File: config.mk
export PLATFORM = sky130hd
export DESIGN_NAME = chacha_bus_master_flat
export DESIGN_NICKNAME = d
export VERILOG_FILES = /design/src/rtl/chacha_bus_master_if.sv /design/src/rtl/chacha_bus_master.sv /design/src/flat_wrapper.sv
export SDC_FILE = /design/constraint.sdc
export NUM_CORES = 1
export LEC_CHECK = 0
export CORE_MARGIN = 4
export CORE_UTILIZATION = 49
export DETAILED_ROUTE_END_ITERATION = 10
export GPL_ROUTABILITY_DRIVEN = 0
export PLACE_DENSITY = 0.86
export SLEW_MARGIN = 20
export SYNTH_ARGS = -nofsm -noshare
export SYNTH_HDL_FRONTEND = slang
export SYNTH_SLANG_ARGS = --single-unit
export TNS_END_PERCENT = 20
File: constraint.sdc
create_clock -name clk -period 3.7 [get_ports clk]
set_input_delay 0.37 -clock clk [delete_from_list [all_inputs] [get_ports clk]]
set_output_delay 0.37 -clock clk [all_outputs]
set_load 0.01 [all_outputs]
File: src/rtl/chacha_bus_master_if.sv
// Host job/stream handshakes and the core register-bus signals of chacha_bus_master,
// bundled so the sequencer and its environment connect through one port.
interface chacha_bus_master_if;
    // Streams: a word moves on any rising edge where valid and ready are both 1.
    // The source holds valid and data stable until that edge, and ready may depend on state only.
    logic        start;
    logic [7:0]  num_blocks;
    logic        busy;
    logic        done;
    logic        error;
    logic        in_valid;
    logic        in_ready;
    logic [31:0] in_data;
    logic        out_valid;
    logic        out_ready;
    logic [31:0] out_data;
    logic        cs;
    logic        we;
    logic [7:0]  address;
    logic [31:0] write_data;
    logic [31:0] read_data;

    modport master (
        input  start, num_blocks, in_valid, in_data, out_ready, read_data,
        output busy, done, error, in_ready, out_valid, out_data, cs, we, address, write_data
    );

    modport slave (
        output start, num_blocks, in_valid, in_data, out_ready, read_data,
        input  busy, done, error, in_ready, out_valid, out_data, cs, we, address, write_data
    );
endinterface

File: src/rtl/chacha_bus_master.sv
// Sequencer that programs the chacha20_poly1305_bus register map from a word stream
// and returns 16 result words per block on an output stream.
module chacha_bus_master #(
    parameter int POLL_LIMIT = 1024
) (
    input  logic                       clk,
    input  logic                       reset_n,
    chacha_bus_master_if.master        bus_if,
    output logic [3:0]                 dbg_state_o
);
    typedef enum logic [3:0] {
        IDLE, KEY, NONCE, INIT, POLL_I, DATA, NEXT, POLL_N, READ, FIN
    } state_t;

    localparam int PW = $clog2(POLL_LIMIT) + 1;
    localparam logic [7:0] ADDR_CTRL   = 8'h08;
    localparam logic [7:0] ADDR_STATUS = 8'h09;
    localparam logic [7:0] ADDR_KEY    = 8'h10;
    localparam logic [7:0] ADDR_NONCE  = 8'h20;
    localparam logic [7:0] ADDR_DIN    = 8'h30;
    localparam logic [7:0] ADDR_RES    = 8'h40;

    state_t        state_q, state_d;
    logic [7:0]    blocks_q, blocks_d;
    logic [3:0]    widx_q, widx_d;
    logic [PW-1:0] pcnt_q, pcnt_d;
    logic          cs_q, cs_d, we_q, we_d;
    logic [7:0]    addr_q, addr_d;
    logic [31:0]   wdata_q, wdata_d;
    logic          out_valid_q, out_valid_d;
    logic [31:0]   out_data_q, out_data_d;
    logic          error_q, error_d;
    logic          in_hs, status_rd, rd_commit;

    assign bus_if.in_ready = (state_q == KEY) || (state_q == NONCE) || (state_q == DATA);
    assign in_hs     = bus_if.in_valid && bus_if.in_ready;
    assign status_rd = cs_q && !we_q;
    // A result read launched on a prediction of out_ready is simply retried if the slot is still full.
    assign rd_commit = (state_q == READ) && cs_q && !we_q && (!out_valid_q || bus_if.out_ready);

    always_comb begin
        state_d     = state_q;
        blocks_d    = blocks_q;
        widx_d      = widx_q;
        pcnt_d      = pcnt_q;
        cs_d        = 1'b0;
        we_d        = 1'b0;
        addr_d      = addr_q;
        wdata_d     = wdata_q;
        out_valid_d = out_valid_q && !bus_if.out_ready;
        out_data_d  = out_data_q;
        error_d     = 1'b0;

        case (state_q)
            IDLE: if (bus_if.start) begin
                state_d  = KEY;
                blocks_d = bus_if.num_blocks;
                widx_d   = 4'd0;
            end
            KEY, NONCE, DATA: if (in_hs) begin
                cs_d    = 1'b1;
                we_d    = 1'b1;
                wdata_d = bus_if.in_data;
                widx_d  = widx_q + 4'd1;
                if (state_q == KEY) begin
                    addr_d = ADDR_KEY + {4'h0, widx_q};
                    if (widx_q == 4'd7) begin
                        state_d = NONCE;
                        widx_d  = 4'd0;
                    end
                end else if (state_q == NONCE) begin
                    addr_d = ADDR_NONCE + {4'h0, widx_q};
                    if (widx_q == 4'd2) begin
                        state_d = INIT;
                        widx_d  = 4'd0;
                    end
                end else begin
                    addr_d = ADDR_DIN + {4'h0, widx_q};
                    if (widx_q == 4'd15) begin
                        state_d = NEXT;
                        widx_d  = 4'd0;
                    end
                end
            end
            INIT, NEXT: begin
                cs_d    = 1'b1;
                we_d    = 1'b1;
                addr_d  = ADDR_CTRL;
                wdata_d = (state_q == INIT) ? 32'h1 : 32'h2;
                state_d = (state_q == INIT) ? POLL_I : POLL_N;
                pcnt_d  = '0;
            end
            POLL_I, POLL_N: begin
                cs_d   = 1'b1;
                addr_d = ADDR_STATUS;
                if (status_rd) begin
                    if (bus_if.read_data[0]) begin
                        cs_d   = 1'b0;
                        widx_d = 4'd0;
                        if (state_q == POLL_N) state_d = READ;
                        else if (blocks_q == 8'd0) state_d = FIN;
                        else state_d = DATA;
                    end else if (pcnt_q == PW'(POLL_LIMIT - 1)) begin
                        cs_d    = 1'b0;
                        error_d = 1'b1;
                        state_d = IDLE;
                    end else begin
                        pcnt_d = pcnt_q + PW'(1);
                    end
                end
            end
            READ: if (rd_commit) begin
                out_valid_d = 1'b1;
                out_data_d  = bus_if.read_data;
                widx_d      = widx_q + 4'd1;
                if (widx_q == 4'd15) begin
                    blocks_d = blocks_q - 8'd1;
                    state_d  = (blocks_q == 8'd1) ? FIN : DATA;
                end
            end
            FIN: state_d = IDLE;
            default: state_d = IDLE;
        endcase

        // Result reads keep one word per cycle flowing while the consumer is taking words.
        if (state_d == READ && (!out_valid_d || bus_if.out_ready)) begin
            cs_d   = 1'b1;
            we_d   = 1'b0;
            addr_d = ADDR_RES + {4'h0, widx_d};
        end
        if (state_d == FIN && state_q != FIN) begin
            cs_d    = 1'b1;
            we_d    = 1'b1;
            addr_d  = ADDR_CTRL;
            wdata_d = 32'h4;
        end
    end

    always_ff @(posedge clk) begin
        if (!reset_n) begin
            state_q     <= IDLE;
            blocks_q    <= 8'd0;
            widx_q      <= 4'd0;
            pcnt_q      <= '0;
            cs_q        <= 1'b0;
            we_q        <= 1'b0;
            addr_q      <= 8'd0;
            wdata_q     <= 32'd0;
            out_valid_q <= 1'b0;
            out_data_q  <= 32'd0;
            error_q     <= 1'b0;
        end else begin
            state_q     <= state_d;
            blocks_q    <= blocks_d;
            widx_q      <= widx_d;
            pcnt_q      <= pcnt_d;
            cs_q        <= cs_d;
            we_q        <= we_d;
            addr_q      <= addr_d;
            wdata_q     <= wdata_d;
            out_valid_q <= out_valid_d;
            out_data_q  <= out_data_d;
            error_q     <= error_d;
        end
    end

    assign bus_if.busy       = (state_q != IDLE);
    assign bus_if.done       = (state_q == FIN);
    assign bus_if.error      = error_q;
    assign bus_if.out_valid  = out_valid_q;
    assign bus_if.out_data   = out_data_q;
    assign bus_if.cs         = cs_q;
    assign bus_if.we         = we_q;
    assign bus_if.address    = addr_q;
    assign bus_if.write_data = wdata_q;
    assign dbg_state_o       = state_q;
endmodule

File: src/flat_wrapper.sv
// flat-port wrapper written by rule: the top's interface ports become plain ports
module chacha_bus_master_flat 
#(
    parameter int POLL_LIMIT = 1024
)
  (clk, reset_n, dbg_state_o, bus_if_start, bus_if_num_blocks, bus_if_in_valid, bus_if_in_data, bus_if_out_ready, bus_if_read_data, bus_if_busy, bus_if_done, bus_if_error, bus_if_in_ready, bus_if_out_valid, bus_if_out_data, bus_if_cs, bus_if_we, bus_if_address, bus_if_write_data);
  chacha_bus_master_if bus_if_i ();
  input  logic clk;
  input  logic reset_n;
  output logic [3:0] dbg_state_o;
  input wire logic [$bits(bus_if_i.start)-1:0] bus_if_start;
  input wire logic [$bits(bus_if_i.num_blocks)-1:0] bus_if_num_blocks;
  input wire logic [$bits(bus_if_i.in_valid)-1:0] bus_if_in_valid;
  input wire logic [$bits(bus_if_i.in_data)-1:0] bus_if_in_data;
  input wire logic [$bits(bus_if_i.out_ready)-1:0] bus_if_out_ready;
  input wire logic [$bits(bus_if_i.read_data)-1:0] bus_if_read_data;
  output wire logic [$bits(bus_if_i.busy)-1:0] bus_if_busy;
  output wire logic [$bits(bus_if_i.done)-1:0] bus_if_done;
  output wire logic [$bits(bus_if_i.error)-1:0] bus_if_error;
  output wire logic [$bits(bus_if_i.in_ready)-1:0] bus_if_in_ready;
  output wire logic [$bits(bus_if_i.out_valid)-1:0] bus_if_out_valid;
  output wire logic [$bits(bus_if_i.out_data)-1:0] bus_if_out_data;
  output wire logic [$bits(bus_if_i.cs)-1:0] bus_if_cs;
  output wire logic [$bits(bus_if_i.we)-1:0] bus_if_we;
  output wire logic [$bits(bus_if_i.address)-1:0] bus_if_address;
  output wire logic [$bits(bus_if_i.write_data)-1:0] bus_if_write_data;
  assign bus_if_i.start = bus_if_start;
  assign bus_if_i.num_blocks = bus_if_num_blocks;
  assign bus_if_i.in_valid = bus_if_in_valid;
  assign bus_if_i.in_data = bus_if_in_data;
  assign bus_if_i.out_ready = bus_if_out_ready;
  assign bus_if_i.read_data = bus_if_read_data;
  assign bus_if_busy = bus_if_i.busy;
  assign bus_if_done = bus_if_i.done;
  assign bus_if_error = bus_if_i.error;
  assign bus_if_in_ready = bus_if_i.in_ready;
  assign bus_if_out_valid = bus_if_i.out_valid;
  assign bus_if_out_data = bus_if_i.out_data;
  assign bus_if_cs = bus_if_i.cs;
  assign bus_if_we = bus_if_i.we;
  assign bus_if_address = bus_if_i.address;
  assign bus_if_write_data = bus_if_i.write_data;
  chacha_bus_master #(.POLL_LIMIT(POLL_LIMIT)) u_core (.clk(clk), .reset_n(reset_n), .bus_if(bus_if_i), .dbg_state_o(dbg_state_o));
endmodule
# Word-level counts from Yosys, hierarchy flattened
# Cells that the tools add are included.
[totals]
input_bits = 77
reg_bits = 103
[op_classes]
bitwise_logic = 3
reduce_logical = 37
n_mux = 59
n_addsub = 7
n_eq_ne = 27
[ops]
columns = ["cell", "n"]
rows = [
  ["two-way mux 4 bit", 26],
  ["case mux 32 bit (2 select lines)", 1],
  ["two-way mux 8 bit", 7],
  ["two-way mux 11 bit", 3],
  ["two-way mux 32 bit", 1],
  ["case mux 8 bit (3 select lines)", 1],
  ["case mux 11 bit (2 select lines)", 1],
  ["equality test 4 x 3 -> 1 bit, second input constant", 5],
  ["equality test 4 bit, second input constant", 5],
  ["case mux 4 bit (5 select lines)", 1],
  ["case mux 4 bit (4 select lines)", 1],
  ["case mux 8 bit (2 select lines)", 1],
  ["adder 6 x 4 -> 7 bit, first input constant", 2],
  ["equality test 4 x 2 -> 1 bit, second input constant", 3],
  ["adder 11 x 1 -> 11 bit, second input constant", 1],
  ["equality test 11 x 10 -> 1 bit, second input constant", 1],
  ["two-way mux 1 bit", 11],
  ["AND reduction 2 bit", 5],
  ["adder 7 x 4 -> 8 bit, first input constant", 1],
  ["equality test 8 x 1 -> 1 bit, second input constant", 1],
  ["logical AND 1 bit", 8],
  ["zero test 8 bit", 1],
  ["inequality test 2 bit, second input constant", 4],
  ["AND reduction 4 bit", 2],
  ["23 further kinds", 40],
]

# Logic depth before layout (Yosys ltp)
# Gate-level depths: netlist of the first run.
[logic_depth]
ltp_word = 11
ltp_mapped = 10
depth_no_buf = 9

# Worst setup path before layout of the first run
# OpenSTA, ideal clock, no wires.
[synth_path]
path_kind = "flip-flop to flip-flop"
from = "register u_core.state_q[1] (netlist: u_core.dbg_state_o[1])"
to = "register u_core.addr_q[0] (netlist: u_core.bus_if.address[0])"
arrival_time_ns = 2.061
path_stages_with_launch = 10
path_slack_ns = 1.518
required_ns = 3.579
setup_time_ns = 0.121
synth_period_minus_slack_ns = 2.182
cell_sequence = "dfxtp_1 buf_4 nor2_1 nand3b_1 mux2i_1 a221o_2 or3_1 buf_2 mux2i_1 a21oi_1"
[synth_between]
elab_chain_len = 11
word_cells_on_any_way = 57
[synth_lines]
columns = ["item", "line", "text"]
rows = [
  ["start: declaration", "chacha_bus_master.sv:23", "state_t state_q, state_d;"],
  ["start signal: assignment", "chacha_bus_master.sv:153", "state_q <= state_d;"],
  ["parallel branches: the longest is 11 deep, another holds adder 7 x 4 -> 8 bit", "n/a", ""],
  ["end signal: assignment", "chacha_bus_master.sv:159", "addr_q <= addr_d;"],
  ["end: declaration", "chacha_bus_master.sv:28", "logic [7:0] addr_q, addr_d;"],
]
# Several ways; the timed one is not identified. The select of a mux whose other input is x is not followed.
# A chain may end at the register's enable or synchronous reset.

# Final worst setup path of the first run
[layout_path]
from = "register u_core.state_q[0] (netlist: u_core.dbg_state_o[0])"
to = "register u_core.addr_q[1] (netlist: u_core.bus_if.address[1])"
# Same word-level chain as after synthesis.

==> results of run 1 <==
report_power, final:
part,leakage (nW),internal (mW),switching (mW)
Sequential,0.826,1.12,0.0240
Clock,0.0978,0.261,0.420
Combinational,1.29,0.156,0.134
final cells by class:
cell class,count,area share (%)
Multi-Input combinational cell,436,36.4
Sequential cell,102,32.2
Timing Repair Buffer,166,25.9
Tap cell,108,2.13
Clock buffer,9,1.95
Clock inverter,7,1.05
Inverter,6,0.355
how the worst max path moves through the flow:
stage / slack [ns] / endpoint / start
after floorplan: 1.52 / u_core.bus_if.address[0] / u_core.dbg_state_o[1]
after global placement: 0.91 / u_core.bus_if.address[1] / bus_if_read_data[0]
after detailed placement: 0.78 / u_core.bus_if.address[1] / bus_if_read_data[0]
after CTS: 0.77 / u_core.bus_if.address[1] / u_core.dbg_state_o[0]
after global routing: 0.34 / u_core.bus_if.address[1] / u_core.dbg_state_o[0]
final: 0.65 / u_core.bus_if.address[1] / u_core.dbg_state_o[0]
cells by family after synthesis:
family | Yosys count | synth area share (%)
simple gates | 275 | 27.7
buf+inv | 43 | 4.19
fa+ha+maj | 6 | 1.65
flops | 102 | 45.0
other cells | 1 | 0.0826
xor+xnor | 11 | 2.12
mux | 5 | 1.13
compound gates | 138 | 18.1
flip-flops by register name (all words and copies together) (netlist names), 4 cells and up:
name                      flops
u_core.dbg_state_o            4
u_core.blocks_q               8
u_core.widx_q                 4
u_core.bus_if.out_data       32
u_core.pcnt_q                11
u_core.bus_if.write_data     32
u_core.bus_if.address         7
per-stage QoR:
stage	util, %	setup WS (ns)
global placement	69.5	0.914
finish	71.7	0.650
CTS	71.7	0.774
detailed placement	69.5	0.782
floorplan	-	1.52
global route	71.7	0.339
metal layers:
layer  vias up  global-route usage [%]  routed length, um
met4         0                    8.26                316
li1       2283                       -                  -
met5         -                       0                  0
met2       231                    39.4               6080
met1      2124                    30.9               5780
met3        32                    7.39               1140
worst reg2reg max path, delay by kind of cell (launching register included):
kind	cells	cell delay [ns]
compound gates	2	0.43
flops	1	0.80
simple gates	5	1.73
synthesized netlist by cell type, types with 4 or more instances:
cell type  number  share of area, %
mux2i_1         4              0.88
clkbuf_1       24               2.0
buf_2           8              0.88
nand2b_1        9               1.2
nand3_1        46               5.1
nor4_1          5              0.69
a31oi_1         7              0.96
ha_1            6               1.7
o21ai_0        14               1.5
xnor2_1         4              0.77
nand4_1         4              0.55
xor2_1          7               1.4
nor2_1         48               4.0
inv_1           4              0.33
buf_4           5              0.83
a22oi_1         9               1.5
nor3b_1         4              0.66
a21oi_1        76               8.4
o21a_1          4              0.66
nand2_1       123                10
o211ai_1        4              0.66
dfxtp_1       102                45
nor2b_1         6              0.83
nor3_1          8              0.88
==> results.toml, run 1 <==
[outcome]
status = "finished clean"

[critical_path]
slowest_delay_ns = 0.80
cp-start-kind = "flip-flop"
cp.required_ns = 3.99
reg2reg_to = "u_core.bus_if.address[1]"
path_depth = 7
crit_top_cell = "nor3_1"
path_buf_inv = 0
crit_path_top_delay_cell = "dfxtp_1"
r2r_cells = 7
crit_chain = "nor3_1 -> nand2_1 -> a31oi_1 -> nor3_1 -> nand2b_1 -> nand2_2 -> a41oi_1"
r2r-start = "u_core.dbg_state_o[0]"
cp-end-kind = "flip-flop"
worstPathMaxFanout = 37
r2r_slack_ns = 0.65
worstSetupPathType = "flip-flop to flip-flop"
crit_family = "simple AND/OR/NAND/NOR gates"
cp.arrival_ns = 3.34

[cts]
worstSkewPairLatency_ns = 0.38
clockRootBuffer = "clkbuf_8"
cts-resized-gates = 0
cts_tree = "built"
post-cts-setup-buffers = 0
clockBufferDepth = 2
clk_pin_slew_ns = 0.10
cts_sinks = 102
cts_max_level = 3
cts_hold_buf = 0
cts_made_buffers = 9

[finish]
seq_area_um2 = 2040
layout_common_cells = "clkdlybuf4s50_1 (158), nand2_1 (123), dfxtp_1 (102)"
syn_to_final_growth_pct = 39.7
design_area_um2 = 6340
final_common_cell = "clkdlybuf4s50_1"
fin_cells = 834
nNetsFinal = 804
drive_gt1_share_pct = 4.96
multi_input_area_um2 = 2310
diodes = 0
fillers = 694

[placed_design]
place_area_um2 = 6150
numPortBuffers = 158
hpwl_mm = 9.53
placed_cells = 818

[synth]
synth-edff-count = 0
synth_nets = 664
synth_cell_types = 56
synthArstFlopShare_pct = 0
yosysSeqAreaShare_pct = 45.0
synth.cell_area_um2 = 4540
synth-warning-count = 0
synth_top_flop_cell = "dfxtp_1"
syn_avg_cell_area_um2 = 7.81
synth-seq-cells = 102
synth_cells = 581

[power]
powerDensity_nw_per_um2 = 334
p_leak_nw = 2.21
worst_ir_drop_vdd_uv = 207
total_power_mw = 2.12

[global_route]
grt_pass1_wl_mm = 22.0
track_usage_pct = 24.3
grt_pass1_vias = 4493
grt_max_degree = 52
antenna_found_initial = 0
grt-ovfl-total = 0

[sta]
rsz0062_at_grt = "false"
timing_hold_violations_final = 0
fin_skew_ns = 0.0157
tns_ns = 0
setup_violations = 0
tightest_slew_ns = 0.721
min_period_ns = 3.05
min_period_over_period_pct = 82.4
drv_slew = 0
whs_ns = 0.460
relSlewSlack_pct = 51.9
max_clock_freq_mhz = 328

[route]
vias = 4670
finalWirelength_mm = 13.3
ant_nets = 0
viasPerCell = 5.60
drt_first_iter_violations = 469
drc = 0
detail_route.wl_per_cell_um = 16.0
drt-pass1-iter-count = 6

[flow_run]
max-cap-violations = 0

[floorplan]
dieArea_um2 = 10900
rows = 34
io_pins = 160
chipHeight_um = 104
fp.coreArea_um2 = 8850
fp.dieW_um = 104
floorplan.initialDensity_pct = 51.3

[hold_path]
min_from = "u_core.bus_if.out_data[29]"
whs_path_depth = 2
hold_path.class = "flip-flop to flip-flop"
min_to = "u_core.bus_if.out_data[29]"
Note: power is estimated with default switching activity, not from simulation.
==> run 2: changes to the inputs <==
--- a/config.mk
+++ b/config.mk
@@ -6,10 +6,10 @@
 export NUM_CORES = 1
 export LEC_CHECK = 0
 export CORE_MARGIN = 4
-export CORE_UTILIZATION = 49
+export CORE_UTILIZATION = 41
 export DETAILED_ROUTE_END_ITERATION = 10
 export GPL_ROUTABILITY_DRIVEN = 0
-export PLACE_DENSITY = 0.86
+export PLACE_DENSITY = 0.77
 export SLEW_MARGIN = 20
 export SYNTH_ARGS = -nofsm -noshare
 export SYNTH_HDL_FRONTEND = slang
==> constraint.sdc (replaced) <==
create_clock -name clk -period 2.6 [get_ports clk]
set_input_delay 0.26 -clock clk [delete_from_list [all_inputs] [get_ports clk]]
set_output_delay 0.26 -clock clk [all_outputs]
set_load 0.01 [all_outputs]
==> run 2 against run 1 <==
Effect of this change: sequential power increased by 42%; worst setup slack got worse by 0.53 ns; combinational power increased by 50%; core utilization decreased by 11 points; critical path depth decreased by 3; via count increased by 2.3%; clock skew increased by 0.010 ns; sequential cell count unchanged; clock power increased by 51%; global-route usage decreased by 3.7 points; hold slack got worse by 0.042 ns; critical path type is now flip-flop to primary output; critical endpoint is now bus_if_in_ready; highest routed layer unchanged.
==> results.toml, run 2 (same netlist as run 1, synthesis figures left out) <==
[cts]
cts_tree = "built"
cts_hold_buf = 0
clk_pin_slew_ns = 0.12
cts-resized-gates = 0
clockBufferDepth = 2
clockRootBuffer = "clkbuf_8"
cts_sinks = 102
cts_made_buffers = 9
worstSkewPairLatency_ns = 0.37
cts_max_level = 3
post-cts-setup-buffers = 0

[global_route]
track_usage_pct = 20.6
grt-ovfl-total = 0
grt_max_degree = 42
grt_pass1_vias = 4658
grt_pass1_wl_mm = 22.1
antenna_found_initial = 0

[placed_design]
numPortBuffers = 158
hpwl_mm = 10.2
placed_cells = 868

[power]
total_power_mw = 3.09
p_leak_nw = 2.32
powerDensity_nw_per_um2 = 471
worst_ir_drop_vdd_uv = 260

[finish]
syn_to_final_growth_pct = 44.4
final_common_cell = "clkdlybuf4s50_1"
nNetsFinal = 822
drive_gt1_share_pct = 7.66
fin_cells = 884
diodes = 0
layout_common_cells = "clkdlybuf4s50_1 (158), nand2_1 (123), dfxtp_1 (101)"

[sta]
setup_violations = 0
tns_ns = 0
timing_hold_violations_final = 0
min_period_ns = 2.48
drv_slew = 0
relSlewSlack_pct = 56.8
max_clock_freq_mhz = 403
tightest_slew_ns = 0.642
min_period_over_period_pct = 95.4
fin_skew_ns = 0.0257
rsz0062_at_grt = "false"

[critical_path]
crit_family = "flip-flops"
worstSetupPathType = "flip-flop to primary output"
crit_chain = "nor2b_1 -> a21oi_2 -> nor2_1 -> clkdlybuf4s50_1"
r2r-start = "u_core.widx_q[0]"
cp.arrival_ns = 2.22
worstPathMaxFanout = 11
cp-start-kind = "flip-flop"
slowest_delay_ns = 0.59
reg2reg_to = "u_core.bus_if.address[0]"
r2r_slack_ns = 0.19
crit_path_top_delay_cell = "dfxtp_1"
cp-end-kind = "primary output"
r2r_cells = 9
path_buf_inv = 1
cp.required_ns = 2.34

[floorplan]
floorplan.initialDensity_pct = 41.9
fp.coreArea_um2 = 10800
dieArea_um2 = 12800
rows = 38
io_pins = 160
fp.dieW_um = 113
chipHeight_um = 113

[route]
drt_first_iter_violations = 327
viasPerCell = 5.41
ant_nets = 0
drt-pass1-iter-count = 4
finalWirelength_mm = 13.7
drc = 0
detail_route.wl_per_cell_um = 15.5
vias = 4779

[hold_path]
min_to = "u_core.bus_if.write_data[5]"
hold_path.class = "input pin to flip-flop"
whs_path_depth = 3
min_from = "bus_if_in_data[5]"

[outcome]
status = "finished clean"

[flow_run]
max-cap-violations = 0
-- run 2: area by class of cell --
class / instances / area, um2
clock inverters: 7 / 81.3
repair buffers: 184 / 1790
flip-flops and latches: 102 / 2040
fillers: 954 / 4290
well taps: 140 / 175
clock buffers: 9 / 124
inverters: 6 / 22.5
multi-input cells: 436 / 2320
-- run 2: power by group --
part | internal (mW) | switching (mW) | total (mW)
logic | 0.234 | 0.201 | 0.436
registers | 1.60 | 0.0304 | 1.63
clock network | 0.459 | 0.566 | 1.03
total | 2.29 | 0.798 | 3.09
-- run 2: per-stage QoR --
step                      setup WS [ns]  utilization [%]  cell area (um2)  hold slack (ns)
final                             0.119             60.5             6560            0.419
after global routing             0.0281             60.5             6560            0.399
after CTS                         0.121             60.4             6550            0.412
after detailed placement          0.147             58.5             6340            0.446
after global placement            0.228             58.5             6340            0.435
after floorplan                   0.418                -             4540            0.395
-- run 2: worst max path at each step --
stage	start	end	cells past startpoint
floorplan	u_core.dbg_state_o[1]	u_core.bus_if.address[0]	9
global placement	bus_if_out_ready	u_core.bus_if.cs	7
detailed placement	u_core.widx_q[1]	u_core.bus_if.address[0]	8
CTS	u_core.widx_q[1]	u_core.bus_if.address[0]	8
global route	u_core.dbg_state_o[0]	bus_if_in_ready	4
finish	u_core.dbg_state_o[0]	bus_if_in_ready	4
-- run 2: worst register-to-register path: stages, from the launching register on --
cell and delay [ns]:
dfxtp_1 0.42, inv_1 0.08, ha_1 0.20, nor3b_1 0.14, a32oi_1 0.23, mux2i_1 0.11, a221o_2 0.41, or3_4 0.43
mux2i_1 0.19, a21oi_1 0.08
-- run 2: metal layers --
metal  global-route usage [%]  wire (um)  vias to the layer above
li1                         -          -                     2325
met1                     25.4       5760                     2196
met2                     34.4       6380                      233
met3                     7.22       1330                       25
met4                     5.21        255                        0
met5                        0          0                        -
==> run 3: changes to the inputs <==
==> constraint.sdc (replaced) <==
create_clock -name clk -period 2.6 [get_ports clk]
set_input_delay 0.26 -clock clk [delete_from_list [all_inputs] [get_ports clk]]
set_output_delay 0.26 -clock clk [all_outputs]
set_load 0.05 [all_outputs]
==> run 3 against run 2 <==
Effect of this change: power up 5.8%; routed wire length down 2.0%; clock power up 9%; non-clock buffer count down 2; core utilization about the same; critical path depth up 5; worst setup slack better by 0.047 ns; clock-buffer cell count unchanged; critical path type is now flip-flop to flip-flop; largest power group unchanged.
==> results.toml, run 3 (same netlist as run 1, synthesis figures left out) <==
[hold_path]
hold_path.class = "input pin to flip-flop"

[sta]
tightest_slew_ns = 0.537
fin_skew_ns = 0.0171
rsz0062_at_grt = "false"
relSlewSlack_pct = 64.1
max_clock_freq_mhz = 411
whs_ns = 0.432
setup_violations = 0
min_period_ns = 2.43
timing_hold_violations_final = 0
tns_ns = 0
min_period_over_period_pct = 93.6
drv_slew = 0

[global_route]
grt_pass1_wl_mm = 21.8
track_usage_pct = 20.6
grt-ovfl-total = 0
grt_max_degree = 43
antenna_found_initial = 0
grt_pass1_vias = 4504

[cts]
clockBufferDepth = 2
cts_made_buffers = 9
cts_hold_buf = 0
cts_tree = "built"
worstSkewPairLatency_ns = 0.37
cts_max_level = 3
cts_sinks = 102
clk_pin_slew_ns = 0.10
clockRootBuffer = "clkbuf_8"

[outcome]
status = "finished clean"

[critical_path]
cp.required_ns = 2.85
cp-start-kind = "flip-flop"
cp.arrival_ns = 2.68
worstPathMaxFanout = 6
cp-end-kind = "flip-flop"
worstSetupPathType = "flip-flop to flip-flop"

[finish]
fin_cells = 882
final_common_cell = "clkdlybuf4s50_1"
nNetsFinal = 820
drive_gt1_share_pct = 7.55
diodes = 0
design_area_um2 = 6560
syn_to_final_growth_pct = 44.5
layout_common_cells = "clkdlybuf4s50_1 (156), nand2_1 (123), dfxtp_1 (102)"

[route]
detail_route.wl_per_cell_um = 15.2
ant_nets = 0
drt_first_iter_violations = 394
finalWirelength_mm = 13.4
vias = 4687
drc = 0
drt-pass1-iter-count = 5
viasPerCell = 5.31

[floorplan]
floorplan.initialDensity_pct = 41.9
io_pins = 160
dieArea_um2 = 12800
fp.coreArea_um2 = 10800
chipHeight_um = 113
rows = 38
fp.dieW_um = 113

[power]
worst_ir_drop_vdd_uv = 319
switching_share_pct = 27.1
p_clk_share_pct = 34.4
p_seq_share_pct = 49.8
p_leak_nw = 2.31
power_frac_comb_pct = 15.8
powerDensity_nw_per_um2 = 499
p_int_mw = 2.38
total_power_mw = 3.27
p_switching_mw = 0.886

[flow_run]
max-cap-violations = 0

[placed_design]
placed_cells = 866
place_area_um2 = 6320
numPortBuffers = 158
hpwl_mm = 10.0
run 3: layout make-up:
type,instances,area [um2]
clock buffers,9,124
well taps,140,175
repair buffers,182,1770
clock inverters,7,105
multi-input cells,436,2320
inverters,6,22.5
flip-flops and latches,102,2040
fillers,960,4280
run 3: power groups by stage:
stage	registers (mW)	clock network, mW	logic (mW)
6_report	1.63	1.12	0.517
5_1_grt	1.63	1.22	0.559
4_1_cts	1.63	1.15	0.518
3_5_place_dp	1.66	0	0.515
3_3_place_gp	1.66	0	0.510
2_1_floorplan	1.75	0	0.192
run 3: final timing paths:
| check | from | depth (start not counted) | end | slack, ns |
|---|---|---|---|---|
| setup / recovery | u_core.widx_q[0] | 9 | u_core.bus_if.address[0] | 0.17 |
| hold / removal | bus_if_in_data[11] | 3 | u_core.bus_if.write_data[11] | 0.43 |
| setup reg to reg | u_core.widx_q[0] | 9 | u_core.bus_if.address[0] | 0.17 |
| hold reg to reg | u_core.bus_if.out_data[25] | 2 | u_core.bus_if.out_data[25] | 0.46 |
run 3: what timing repair did:
item,4_1_cts,5_1_grt
buffers inserted,0,0
endpoints found under the setup margin,0,28
gates resized for setup,0,2
hold endpoints to repair,0,0
run 3: routing by layer:
metal	wire length [um]	vias up	track usage (%)	part of all wire [%]
met1	5640	2123	25.5	42
met5	0	-	0	0
met3	1300	29	6.68	9.7
li1	-	2318	-	-
met2	6120	217	34.0	46
met4	373	0	6.81	2.8
run 3: critical path, cell delays in order, from the launching register on:
cell,delay [ns]
dfxtp_1,0.41
inv_1,0.08
ha_1,0.20
nor3b_1,0.15
a32oi_1,0.21
mux2i_1,0.11
a221o_2,0.41
or3_1,0.47
mux2i_1,0.18
a21oi_1,0.08
run 3: through the flow:
stage	utilization, %	setup WS (ns)
floorplan	-	0.0701
global placement	58.3	0.236
detailed placement	58.3	0.126
CTS	60.4	0.186
global route	60.5	0.0419
finish	60.5	0.166
